==> src/rtl/iob_pmem_vga_pkg.sv <==
// iob_pmem_vga_pkg: shared VGA timing defaults, derived bounds and commit FSM encoding
// Holds 640x480@60 defaults, helpers deriving totals/sync windows from any timing set,
// and the state/select encodings used by the controller.
package iob_pmem_vga_pkg;
  localparam int PIX_DIV_D  = 4;
  localparam int H_ACTIVE_D = 640;
  localparam int H_FP_D     = 16;
  localparam int H_SYNC_D   = 96;
  localparam int H_BP_D     = 48;
  localparam int V_ACTIVE_D = 480;
  localparam int V_FP_D     = 10;
  localparam int V_SYNC_D   = 2;
  localparam int V_BP_D     = 33;
  function automatic int f_total(input int act, input int fp, input int sync, input int bp);
    return act + fp + sync + bp;
  endfunction
  function automatic int f_sync_lo(input int act, input int fp);
    return act + fp;
  endfunction
  function automatic int f_sync_hi(input int act, input int fp, input int sync);
    return act + fp + sync - 1;
  endfunction
  localparam int H_TOTAL_D   = f_total(H_ACTIVE_D, H_FP_D, H_SYNC_D, H_BP_D);
  localparam int V_TOTAL_D   = f_total(V_ACTIVE_D, V_FP_D, V_SYNC_D, V_BP_D);
  localparam int HS_LO_D     = f_sync_lo(H_ACTIVE_D, H_FP_D);
  localparam int HS_HI_D     = f_sync_hi(H_ACTIVE_D, H_FP_D, H_SYNC_D);
  localparam int VS_LO_D     = f_sync_lo(V_ACTIVE_D, V_FP_D);
  localparam int VS_HI_D     = f_sync_hi(V_ACTIVE_D, V_FP_D, V_SYNC_D);
  typedef enum logic [1:0] {
    ST_IDLE    = 2'd0,
    ST_PENDING = 2'd1,
    ST_APPLY   = 2'd2
  } state_t;
  typedef enum logic [1:0] {
    SEL_BALL = 2'd0,
    SEL_BARL = 2'd1,
    SEL_BARR = 2'd2,
    SEL_NONE = 2'd3
  } sel_t;
endpackage

==> src/rtl/iob_pmem_vga_ctrl_if.sv <==
// iob_pmem_vga_ctrl_if: host/pseudo-memory/display signal bundle of the VGA controller
// slave  : controller side (takes config, object writes, commit, rgb_in; drives display, live words)
// master : host / pseudo-memory / display side
interface iob_pmem_vga_ctrl_if;
  logic        cfg_en;
  logic        obj_wen;
  logic [1:0]  obj_wsel;
  logic [31:0] obj_wdata;
  logic        commit_req;
  logic        commit_busy;
  logic [31:0] ball_loc;
  logic [31:0] barl_loc;
  logic [31:0] barr_loc;
  logic [9:0]  pixel_x;
  logic [9:0]  pixel_y;
  logic [11:0] rgb_in;
  logic [11:0] vga_rgb;
  logic        vga_hs;
  logic        vga_vs;
  logic [15:0] frame_cnt;
  logic        vblank_irq;
  modport slave (
    input  cfg_en, obj_wen, obj_wsel, obj_wdata, commit_req, rgb_in,
    output commit_busy, ball_loc, barl_loc, barr_loc, pixel_x, pixel_y,
           vga_rgb, vga_hs, vga_vs, frame_cnt, vblank_irq
  );
  modport master (
    output cfg_en, obj_wen, obj_wsel, obj_wdata, commit_req, rgb_in,
    input  commit_busy, ball_loc, barl_loc, barr_loc, pixel_x, pixel_y,
           vga_rgb, vga_hs, vga_vs, frame_cnt, vblank_irq
  );
endinterface

==> src/rtl/iob_pmem_vga_timing.sv <==
// iob_pmem_vga_timing: pixel divider, h/v counters, raw syncs, video_on and vblank_start
// clk, arst_n      : clock, async active-low reset
// i_cfg_en         : run enable; low holds divider and counters at 0
// o_h, o_v         : current counter position
// o_video_on       : inside the visible area (and enabled)
// o_hs_n, o_vs_n   : unregistered active-low syncs
// o_vblank_start   : one-clk strobe on the tick where h=0, v=V_ACTIVE
module iob_pmem_vga_timing
  import iob_pmem_vga_pkg::*;
#(
  parameter int PIX_DIV  = PIX_DIV_D,
  parameter int H_ACTIVE = H_ACTIVE_D,
  parameter int H_FP     = H_FP_D,
  parameter int H_SYNC   = H_SYNC_D,
  parameter int H_BP     = H_BP_D,
  parameter int V_ACTIVE = V_ACTIVE_D,
  parameter int V_FP     = V_FP_D,
  parameter int V_SYNC   = V_SYNC_D,
  parameter int V_BP     = V_BP_D
) (
  input  logic       clk,
  input  logic       arst_n,
  input  logic       i_cfg_en,
  output logic [9:0] o_h,
  output logic [9:0] o_v,
  output logic       o_video_on,
  output logic       o_hs_n,
  output logic       o_vs_n,
  output logic       o_vblank_start
);
  localparam int DW = PIX_DIV > 1 ? $clog2(PIX_DIV) : 1;
  localparam logic [DW-1:0] DIV_MAX = DW'(PIX_DIV - 1);
  localparam logic [9:0] HA  = 10'(H_ACTIVE);
  localparam logic [9:0] HT  = 10'(f_total(H_ACTIVE, H_FP, H_SYNC, H_BP) - 1);
  localparam logic [9:0] HS0 = 10'(f_sync_lo(H_ACTIVE, H_FP));
  localparam logic [9:0] HS1 = 10'(f_sync_hi(H_ACTIVE, H_FP, H_SYNC));
  localparam logic [9:0] VA  = 10'(V_ACTIVE);
  localparam logic [9:0] VT  = 10'(f_total(V_ACTIVE, V_FP, V_SYNC, V_BP) - 1);
  localparam logic [9:0] VS0 = 10'(f_sync_lo(V_ACTIVE, V_FP));
  localparam logic [9:0] VS1 = 10'(f_sync_hi(V_ACTIVE, V_FP, V_SYNC));
  logic [DW-1:0] r_div;
  logic [9:0]    r_h;
  logic [9:0]    r_v;
  logic          w_tick;
  logic          w_h_wrap;
  assign w_tick   = i_cfg_en && r_div == DIV_MAX;
  assign w_h_wrap = r_h == HT;
  always_ff @(posedge clk or negedge arst_n) begin
    if (!arst_n) begin
      r_div <= '0;
      r_h   <= '0;
      r_v   <= '0;
    end else if (!i_cfg_en) begin
      r_div <= '0;
      r_h   <= '0;
      r_v   <= '0;
    end else begin
      r_div <= w_tick ? '0 : r_div + 1'b1;
      if (w_tick) begin
        r_h <= w_h_wrap ? '0 : r_h + 1'b1;
        if (w_h_wrap) r_v <= r_v == VT ? '0 : r_v + 1'b1;
      end
    end
  end
  // Gating with i_cfg_en makes outputs idle in the same cycle enable drops,
  // before the counters have been cleared.
  assign o_h            = r_h;
  assign o_v            = r_v;
  assign o_video_on     = i_cfg_en && r_h < HA && r_v < VA;
  assign o_hs_n         = !(i_cfg_en && r_h >= HS0 && r_h <= HS1);
  assign o_vs_n         = !(i_cfg_en && r_v >= VS0 && r_v <= VS1);
  assign o_vblank_start = w_tick && r_h == '0 && r_v == VA;
endmodule

==> src/rtl/iob_pmem_vga_ctrl.sv <==
// iob_pmem_vga_ctrl: VGA timing plus shadowed object registers published at vblank
// clk, arst_n : clock, async active-low reset
// bus (slave) : cfg_en, object shadow writes, commit handshake, live object words,
//               pixel coordinate / rgb_in to the pseudo-memory, registered VGA outputs,
//               frame counter and vblank pulse
module iob_pmem_vga_ctrl
  import iob_pmem_vga_pkg::*;
#(
  parameter int PIX_DIV  = PIX_DIV_D,
  parameter int H_ACTIVE = H_ACTIVE_D,
  parameter int H_FP     = H_FP_D,
  parameter int H_SYNC   = H_SYNC_D,
  parameter int H_BP     = H_BP_D,
  parameter int V_ACTIVE = V_ACTIVE_D,
  parameter int V_FP     = V_FP_D,
  parameter int V_SYNC   = V_SYNC_D,
  parameter int V_BP     = V_BP_D
) (
  input logic                clk,
  input logic                arst_n,
  iob_pmem_vga_ctrl_if.slave bus
);
  logic [9:0]  w_h;
  logic [9:0]  w_v;
  logic        w_video_on;
  logic        w_hs_n;
  logic        w_vs_n;
  logic        w_vblank_start;
  state_t      r_state;
  logic        r_busy;
  logic [31:0] r_sh [3];
  logic [31:0] r_ball;
  logic [31:0] r_barl;
  logic [31:0] r_barr;
  logic [11:0] r_rgb;
  logic        r_hs;
  logic        r_vs;
  logic        r_irq;
  logic [15:0] r_frame;
  iob_pmem_vga_timing #(
    .PIX_DIV (PIX_DIV),
    .H_ACTIVE(H_ACTIVE),
    .H_FP    (H_FP),
    .H_SYNC  (H_SYNC),
    .H_BP    (H_BP),
    .V_ACTIVE(V_ACTIVE),
    .V_FP    (V_FP),
    .V_SYNC  (V_SYNC),
    .V_BP    (V_BP)
  ) u_timing (
    .clk           (clk),
    .arst_n        (arst_n),
    .i_cfg_en      (bus.cfg_en),
    .o_h           (w_h),
    .o_v           (w_v),
    .o_video_on    (w_video_on),
    .o_hs_n        (w_hs_n),
    .o_vs_n        (w_vs_n),
    .o_vblank_start(w_vblank_start)
  );
  // Display outputs register the same counter snapshot, so colour and syncs align.
  always_ff @(posedge clk or negedge arst_n) begin
    if (!arst_n) begin
      r_rgb   <= '0;
      r_hs    <= 1'b1;
      r_vs    <= 1'b1;
      r_irq   <= 1'b0;
      r_frame <= '0;
    end else begin
      r_rgb   <= w_video_on ? bus.rgb_in : '0;
      r_hs    <= w_hs_n;
      r_vs    <= w_vs_n;
      r_irq   <= w_vblank_start;
      r_frame <= r_frame + 16'(w_vblank_start);
    end
  end
  // Shadows accept writes only in IDLE; once a commit is pending they are frozen
  // until APPLY copies all three into the live words together.
  always_ff @(posedge clk or negedge arst_n) begin
    if (!arst_n) begin
      r_state <= ST_IDLE;
      r_busy  <= 1'b0;
      r_sh    <= '{default: '0};
      r_ball  <= '0;
      r_barl  <= '0;
      r_barr  <= '0;
    end else begin
      case (r_state)
        ST_IDLE: begin
          if (bus.obj_wen && bus.obj_wsel != SEL_NONE) r_sh[bus.obj_wsel] <= bus.obj_wdata;
          if (bus.commit_req) begin
            r_state <= ST_PENDING;
            r_busy  <= 1'b1;
          end
        end
        ST_PENDING: begin
          if (w_vblank_start || !bus.cfg_en) r_state <= ST_APPLY;
        end
        ST_APPLY: begin
          r_ball  <= r_sh[SEL_BALL];
          r_barl  <= r_sh[SEL_BARL];
          r_barr  <= r_sh[SEL_BARR];
          r_state <= ST_IDLE;
          r_busy  <= 1'b0;
        end
        default: begin
          r_state <= ST_IDLE;
          r_busy  <= 1'b0;
        end
      endcase
    end
  end
  assign bus.commit_busy = r_busy;
  assign bus.ball_loc    = r_ball;
  assign bus.barl_loc    = r_barl;
  assign bus.barr_loc    = r_barr;
  assign bus.pixel_x     = w_video_on ? w_h : '0;
  assign bus.pixel_y     = w_video_on ? w_v : '0;
  assign bus.vga_rgb     = r_rgb;
  assign bus.vga_hs      = r_hs;
  assign bus.vga_vs      = r_vs;
  assign bus.frame_cnt   = r_frame;
  assign bus.vblank_irq  = r_irq;
endmodule

==> src/flat_wrapper.sv <==
// flat-port wrapper written by rule: the top's interface ports become plain ports
module iob_pmem_vga_ctrl_flat import iob_pmem_vga_pkg::*;
#(
  parameter int PIX_DIV  = PIX_DIV_D,
  parameter int H_ACTIVE = H_ACTIVE_D,
  parameter int H_FP     = H_FP_D,
  parameter int H_SYNC   = H_SYNC_D,
  parameter int H_BP     = H_BP_D,
  parameter int V_ACTIVE = V_ACTIVE_D,
  parameter int V_FP     = V_FP_D,
  parameter int V_SYNC   = V_SYNC_D,
  parameter int V_BP     = V_BP_D
)
  (clk, arst_n, bus_cfg_en, bus_obj_wen, bus_obj_wsel, bus_obj_wdata, bus_commit_req, bus_rgb_in, bus_commit_busy, bus_ball_loc, bus_barl_loc, bus_barr_loc, bus_pixel_x, bus_pixel_y, bus_vga_rgb, bus_vga_hs, bus_vga_vs, bus_frame_cnt, bus_vblank_irq);
  iob_pmem_vga_ctrl_if bus_i ();
  input logic clk;
  input logic arst_n;
  input wire logic [$bits(bus_i.cfg_en)-1:0] bus_cfg_en;
  input wire logic [$bits(bus_i.obj_wen)-1:0] bus_obj_wen;
  input wire logic [$bits(bus_i.obj_wsel)-1:0] bus_obj_wsel;
  input wire logic [$bits(bus_i.obj_wdata)-1:0] bus_obj_wdata;
  input wire logic [$bits(bus_i.commit_req)-1:0] bus_commit_req;
  input wire logic [$bits(bus_i.rgb_in)-1:0] bus_rgb_in;
  output wire logic [$bits(bus_i.commit_busy)-1:0] bus_commit_busy;
  output wire logic [$bits(bus_i.ball_loc)-1:0] bus_ball_loc;
  output wire logic [$bits(bus_i.barl_loc)-1:0] bus_barl_loc;
  output wire logic [$bits(bus_i.barr_loc)-1:0] bus_barr_loc;
  output wire logic [$bits(bus_i.pixel_x)-1:0] bus_pixel_x;
  output wire logic [$bits(bus_i.pixel_y)-1:0] bus_pixel_y;
  output wire logic [$bits(bus_i.vga_rgb)-1:0] bus_vga_rgb;
  output wire logic [$bits(bus_i.vga_hs)-1:0] bus_vga_hs;
  output wire logic [$bits(bus_i.vga_vs)-1:0] bus_vga_vs;
  output wire logic [$bits(bus_i.frame_cnt)-1:0] bus_frame_cnt;
  output wire logic [$bits(bus_i.vblank_irq)-1:0] bus_vblank_irq;
  assign bus_i.cfg_en = bus_cfg_en;
  assign bus_i.obj_wen = bus_obj_wen;
  assign bus_i.obj_wsel = bus_obj_wsel;
  assign bus_i.obj_wdata = bus_obj_wdata;
  assign bus_i.commit_req = bus_commit_req;
  assign bus_i.rgb_in = bus_rgb_in;
  assign bus_commit_busy = bus_i.commit_busy;
  assign bus_ball_loc = bus_i.ball_loc;
  assign bus_barl_loc = bus_i.barl_loc;
  assign bus_barr_loc = bus_i.barr_loc;
  assign bus_pixel_x = bus_i.pixel_x;
  assign bus_pixel_y = bus_i.pixel_y;
  assign bus_vga_rgb = bus_i.vga_rgb;
  assign bus_vga_hs = bus_i.vga_hs;
  assign bus_vga_vs = bus_i.vga_vs;
  assign bus_frame_cnt = bus_i.frame_cnt;
  assign bus_vblank_irq = bus_i.vblank_irq;
  iob_pmem_vga_ctrl #(.PIX_DIV(PIX_DIV), .H_ACTIVE(H_ACTIVE), .H_FP(H_FP), .H_SYNC(H_SYNC), .H_BP(H_BP), .V_ACTIVE(V_ACTIVE), .V_FP(V_FP), .V_SYNC(V_SYNC), .V_BP(V_BP)) u_core (.clk(clk), .arst_n(arst_n), .bus(bus_i));
endmodule
==> config.mk <==
export PLATFORM = sky130hd
export DESIGN_NAME = iob_pmem_vga_ctrl_flat
export DESIGN_NICKNAME = d
export VERILOG_FILES = /design/src/rtl/iob_pmem_vga_pkg.sv /design/src/rtl/iob_pmem_vga_ctrl_if.sv /design/src/rtl/iob_pmem_vga_timing.sv /design/src/rtl/iob_pmem_vga_ctrl.sv /design/src/flat_wrapper.sv
export SDC_FILE = /design/constraint.sdc
export NUM_CORES = 1
export LEC_CHECK = 0
export BUFFER_PORTS_ARGS = -buffer_cell sky130_fd_sc_hd__buf_2
export CAP_MARGIN = 25
export CORE_ASPECT_RATIO = 1.2
export CORE_MARGIN = 3
export CORE_UTILIZATION = 35
export CTS_CLUSTER_SIZE = 40
export DETAILED_ROUTE_END_ITERATION = 16
export PLACE_DENSITY = 0.63
export SETUP_SLACK_MARGIN = 0.2
export SLEW_MARGIN = 30
export SYNTH_ARGS = -nofsm -noshare
export SYNTH_HDL_FRONTEND = slang
export SYNTH_SLANG_ARGS = --single-unit
export TNS_END_PERCENT = 20
==> constraint.sdc <==
create_clock -name clk -period 2.8 [get_ports clk]
set_clock_uncertainty 0.2 [all_clocks]
set_input_delay 0 -clock clk [delete_from_list [all_inputs] [get_ports clk]]
set_output_delay 0 -clock clk [all_outputs]
set_load 0.1 [all_outputs]
==> impl_metrics.csv <==
group,metric,value,unit
global_routing,grt_pass1_vias,6830,
worst_setup_path,path_cells,"ha_4, nand2b_4, or4b_4, nor3_4, ha_4, nand3_2, or4_4, nor2_1, xor2_1",
final_layout,finalNonFillerCells,1366,
detailed_routing,drt_iter0_markers,311,
synthesis,yosysTopAreaCell,"dfrtp_1",
place,postPlaceCellArea,0.0115,mm²
place,gp_congestion,0.786,
global_routing,grt.met3_usage,0.0237,
synthesis,synth_area_leaders,"dfrtp_1 (62%), mux2_2 (22%), and2_1 (1.7%), buf_2 (1.2%), xnor2_1 (1.1%)",
die,die_area,0.0304,mm²
cts,ctsRootBufferMaster,"clkbuf_16",
flow_run,maxCapViolCount,0,
worst_setup_path,crit_type,"reg2reg",
detailed_routing,ant_nets,0,
timing,period_share,0.949,
die,fp.coreArea,0.0275,mm²
synthesis,synth_top_area_frac,0.622,
worst_setup_path,worstSetupStartpointType,"register",
global_routing,grtUsageMet2,0.264,
timing,report.final.setup_viol,0,
final_layout,final_area,0.0131,mm²
cts,cts_buffers,27,
synthesis,synthesis.area,0.00990,mm²
synthesis,synth-seq-area-share,0.627,
run_status,outcome,"finished clean",
timing,min_period,2.66,ns
global_routing,grt_pass1_wl,36.5,mm
timing,worst_pin_slew,0.549,ns
place,portBuffers,197,
worst_setup_path,cp_top_family,"simple AND/OR/NAND/NOR gates",
timing,slew_viol_final,0,
worst_setup_path,path_max_fanout,3,
die,dieHeight,190,µm
detailed_routing,vias,6435,
synthesis,yosysUniqueCellTypes,51,
final_layout,drive_gt1_frac,0.507,
worst_setup_path,worstPathArrival,2.90,ns
detailed_routing,drc,0,
cts,clkLatencyLatePin,0.53,ns
min_path,hold_path_class,"in2reg",
timing,relSlewSlack,0.634,
synthesis,ys_seq_elements,248,
place,hpwlAfterDp,14.8,mm
synthesis,syn_inst,682,
synthesis,yosys_warnings,0,
place,dp.cells,1259,
synthesis,synth-main-ff-cell,"dfrtp_1",
cts,cts_buffer_depth,3,
detailed_routing,avgViaCountPerCell,4.71,
cts,h-tree-depth,1,
cts,cts.sinks,248,
synthesis,syn_nets,740,
global_routing,use_met1,0.179,
global_routing,grt-ovfl-total,0,
timing,clock.fmax,0.376,GHz
worst_setup_path,crit_path_end_kind,"register",
die,io_pins,199,
timing,rsz0062_at_grt,"yes",
global_routing,antenna_found_initial,1,
synthesis,async_flop_share,1.00,
worst_setup_path,cpMostUsedCell,"ha_4",
synthesis,synth_edf_count,0,
global_routing,gr-usage-all-layers,0.146,
final_layout,fin_nets,1030,
final_layout,syn_to_final_growth,32.0,%
die,start_util,0.360,
global_routing,grt-busiest-layer,"met2",
worst_setup_path,worst-path-buf-inv,0,
cts,cts.clk_slew.worst_paths,0.06,ns
cts,cts_tree,"done",
detailed_routing,drtPass1Iterations,6,
worst_setup_path,required,3.05,ns
die,die_w,160,µm
worst_setup_path,max_stage_delay,0.53,ns
detailed_routing,wl_per_cell,16.4,µm
global_routing,grt_max_degree,82,
die,rows,66,
timing,hold_violations,0,
detailed_routing,wl,22.4,mm
synthesis,synth_area_per_cell,14.5,µm²
worst_setup_path,crit_slowest_cell,"or4_4",
## registers in the layout, indices dropped and copies added (netlist names)
register and cells:
u_core.bus.ball_loc 32, u_core.bus.barl_loc 32, u_core.bus.barr_loc 32, u_core.bus.commit_busy 1
u_core.bus.frame_cnt 16, u_core.bus.vblank_irq 1, u_core.bus.vga_hs 1, u_core.bus.vga_rgb 12
u_core.bus.vga_vs 1, u_core.r_sh 96, u_core.r_state 2, u_core.u_timing.o_h 10
u_core.u_timing.o_v 10, u_core.u_timing.r_div 2
## timing repair
item                       CTS  global route
gates resized for setup     21             4
hold buffers                54             0
setup buffers                3             1
setup endpoints to repair   21            22
pin swaps                    5             1
hold endpoints to repair   373             0
## kinds of logic (layout without fill, tap and decap cells)
family,Yosys count,count (layout),share of synthesized area
buffers and inverters,46,355,0.0239
AOI/OAI and AO/OA,30,30,0.0195
other,1,2,0.000379
muxes,193,193,0.219
DFF,248,248,0.627
and+or+nand+nor,135,135,0.0816
adders and majority gates,7,7,0.00884
xor gates and xnor gates,22,22,0.0195
## Yosys cell counts, types with 2 or more instances
cell type / count
or3_1: 2
nor4b_1: 4
mux2_1: 2
nor2_1: 20
nor4_1: 8
and2_1: 27
and3_1: 2
nor3_1: 5
a31oi_1: 5
nand4_1: 8
and4_1: 3
o211ai_1: 2
nor3_2: 4
a41oi_1: 2
a21oi_1: 7
o31a_1: 2
xor2_1: 10
clkbuf_1: 3
dfrtp_1: 246
buf_2: 24
nand4_2: 2
o21ai_0: 6
nand4b_1: 2
buf_6: 3
nand2b_1: 5
nand3_1: 13
inv_1: 12
buf_4: 3
mux2_2: 190
dfstp_2: 2
nor2b_1: 3
nand2_1: 19
ha_1: 7
xnor2_1: 12
## cell usage in the layout (no fill, tap or decap), drive strengths merged, types with 2 or more instances in the layout
master | netlist | routed
a31oi | 5 | 5
clkinvlp | 0 | 4
and4 | 3 | 3
or3 | 2 | 2
mux2 | 192 | 192
clkbuf | 3 | 34
xnor2 | 12 | 12
dfstp | 2 | 2
nand2b | 6 | 6
dlygate4sd3 | 0 | 54
nor4 | 8 | 8
inv | 13 | 14
a41oi | 2 | 2
nor3 | 9 | 9
o21ai | 7 | 7
a21oi | 7 | 7
buf | 30 | 240
o31a | 2 | 2
dfrtp | 246 | 246
or4 | 2 | 2
xor2 | 10 | 10
nand4 | 10 | 10
and2 | 28 | 28
and3 | 2 | 2
ha | 7 | 7
nor4b | 4 | 4
clkinv | 0 | 8
nand4b | 2 | 2
o211ai | 2 | 2
nor2 | 20 | 20
nand3 | 13 | 13
nand2 | 19 | 19
nor2b | 3 | 3
## layout make-up
class,count,area [µm²]
clock inverter,14,116
inverter,13,48.8
timing repair buffer,294,1940
sequential,248,6210
fill,2525,14400
tap,374,468
antenna,1,2.50
clock buffer,34,752
multi-input combinational,388,3540
## worst register-to-register path, cell delays in order (launching register included)
cell and delay (ns):
dfrtp_1 0.38, ha_4 0.15, nand2b_4 0.05, or4b_4 0.50
nor3_4 0.24, ha_4 0.18, nand3_2 0.08, or4_4 0.53
nor2_1 0.13, xor2_1 0.15
## layer usage
metal	vias up	routed length, µm
met2	143	11600
met3	39	1080
met5	-	0
met4	0	598
met1	3273	9120
li1	2980	-
## metrics by stage
stage | hold WS (ns) | utilization | setup WS [ns] | TNS (ns)
after floorplan | -0.496 | - | -0.969 | -5.92
final | 0.0172 | 0.475 | 0.144 | 0
after CTS | 0.00116 | 0.474 | 0.123 | 0
after global routing | 0.00665 | 0.475 | 0.0205 | 0
after detailed placement | -0.208 | 0.419 | -0.0778 | -0.162
after global placement | -0.217 | 0.419 | -0.00491 | -0.00904
## final timing paths
kind	from	to	slack, ns	depth (start not counted)
worst min register to register	u_core.r_sh[69]	u_core.r_sh[69]	0.29	1
max in group asynchronous	arst_n	u_core.bus.ball_loc[1]	1.22	4
min in group asynchronous	arst_n	u_core.bus.vga_rgb[11]	0.36	3
worst min-delay path	bus_rgb_in[8]	u_core.bus.vga_rgb[8]	0.02	3
worst max register to register	u_core.u_timing.r_div[0]	u_core.bus.frame_cnt[11]	0.14	9
worst max-delay path	u_core.u_timing.r_div[0]	u_core.bus.frame_cnt[11]	0.14	9
Power is left out: the tool's default activity adds up to more than one toggle a clock period on the data nets, which glitch-free logic cannot reach.
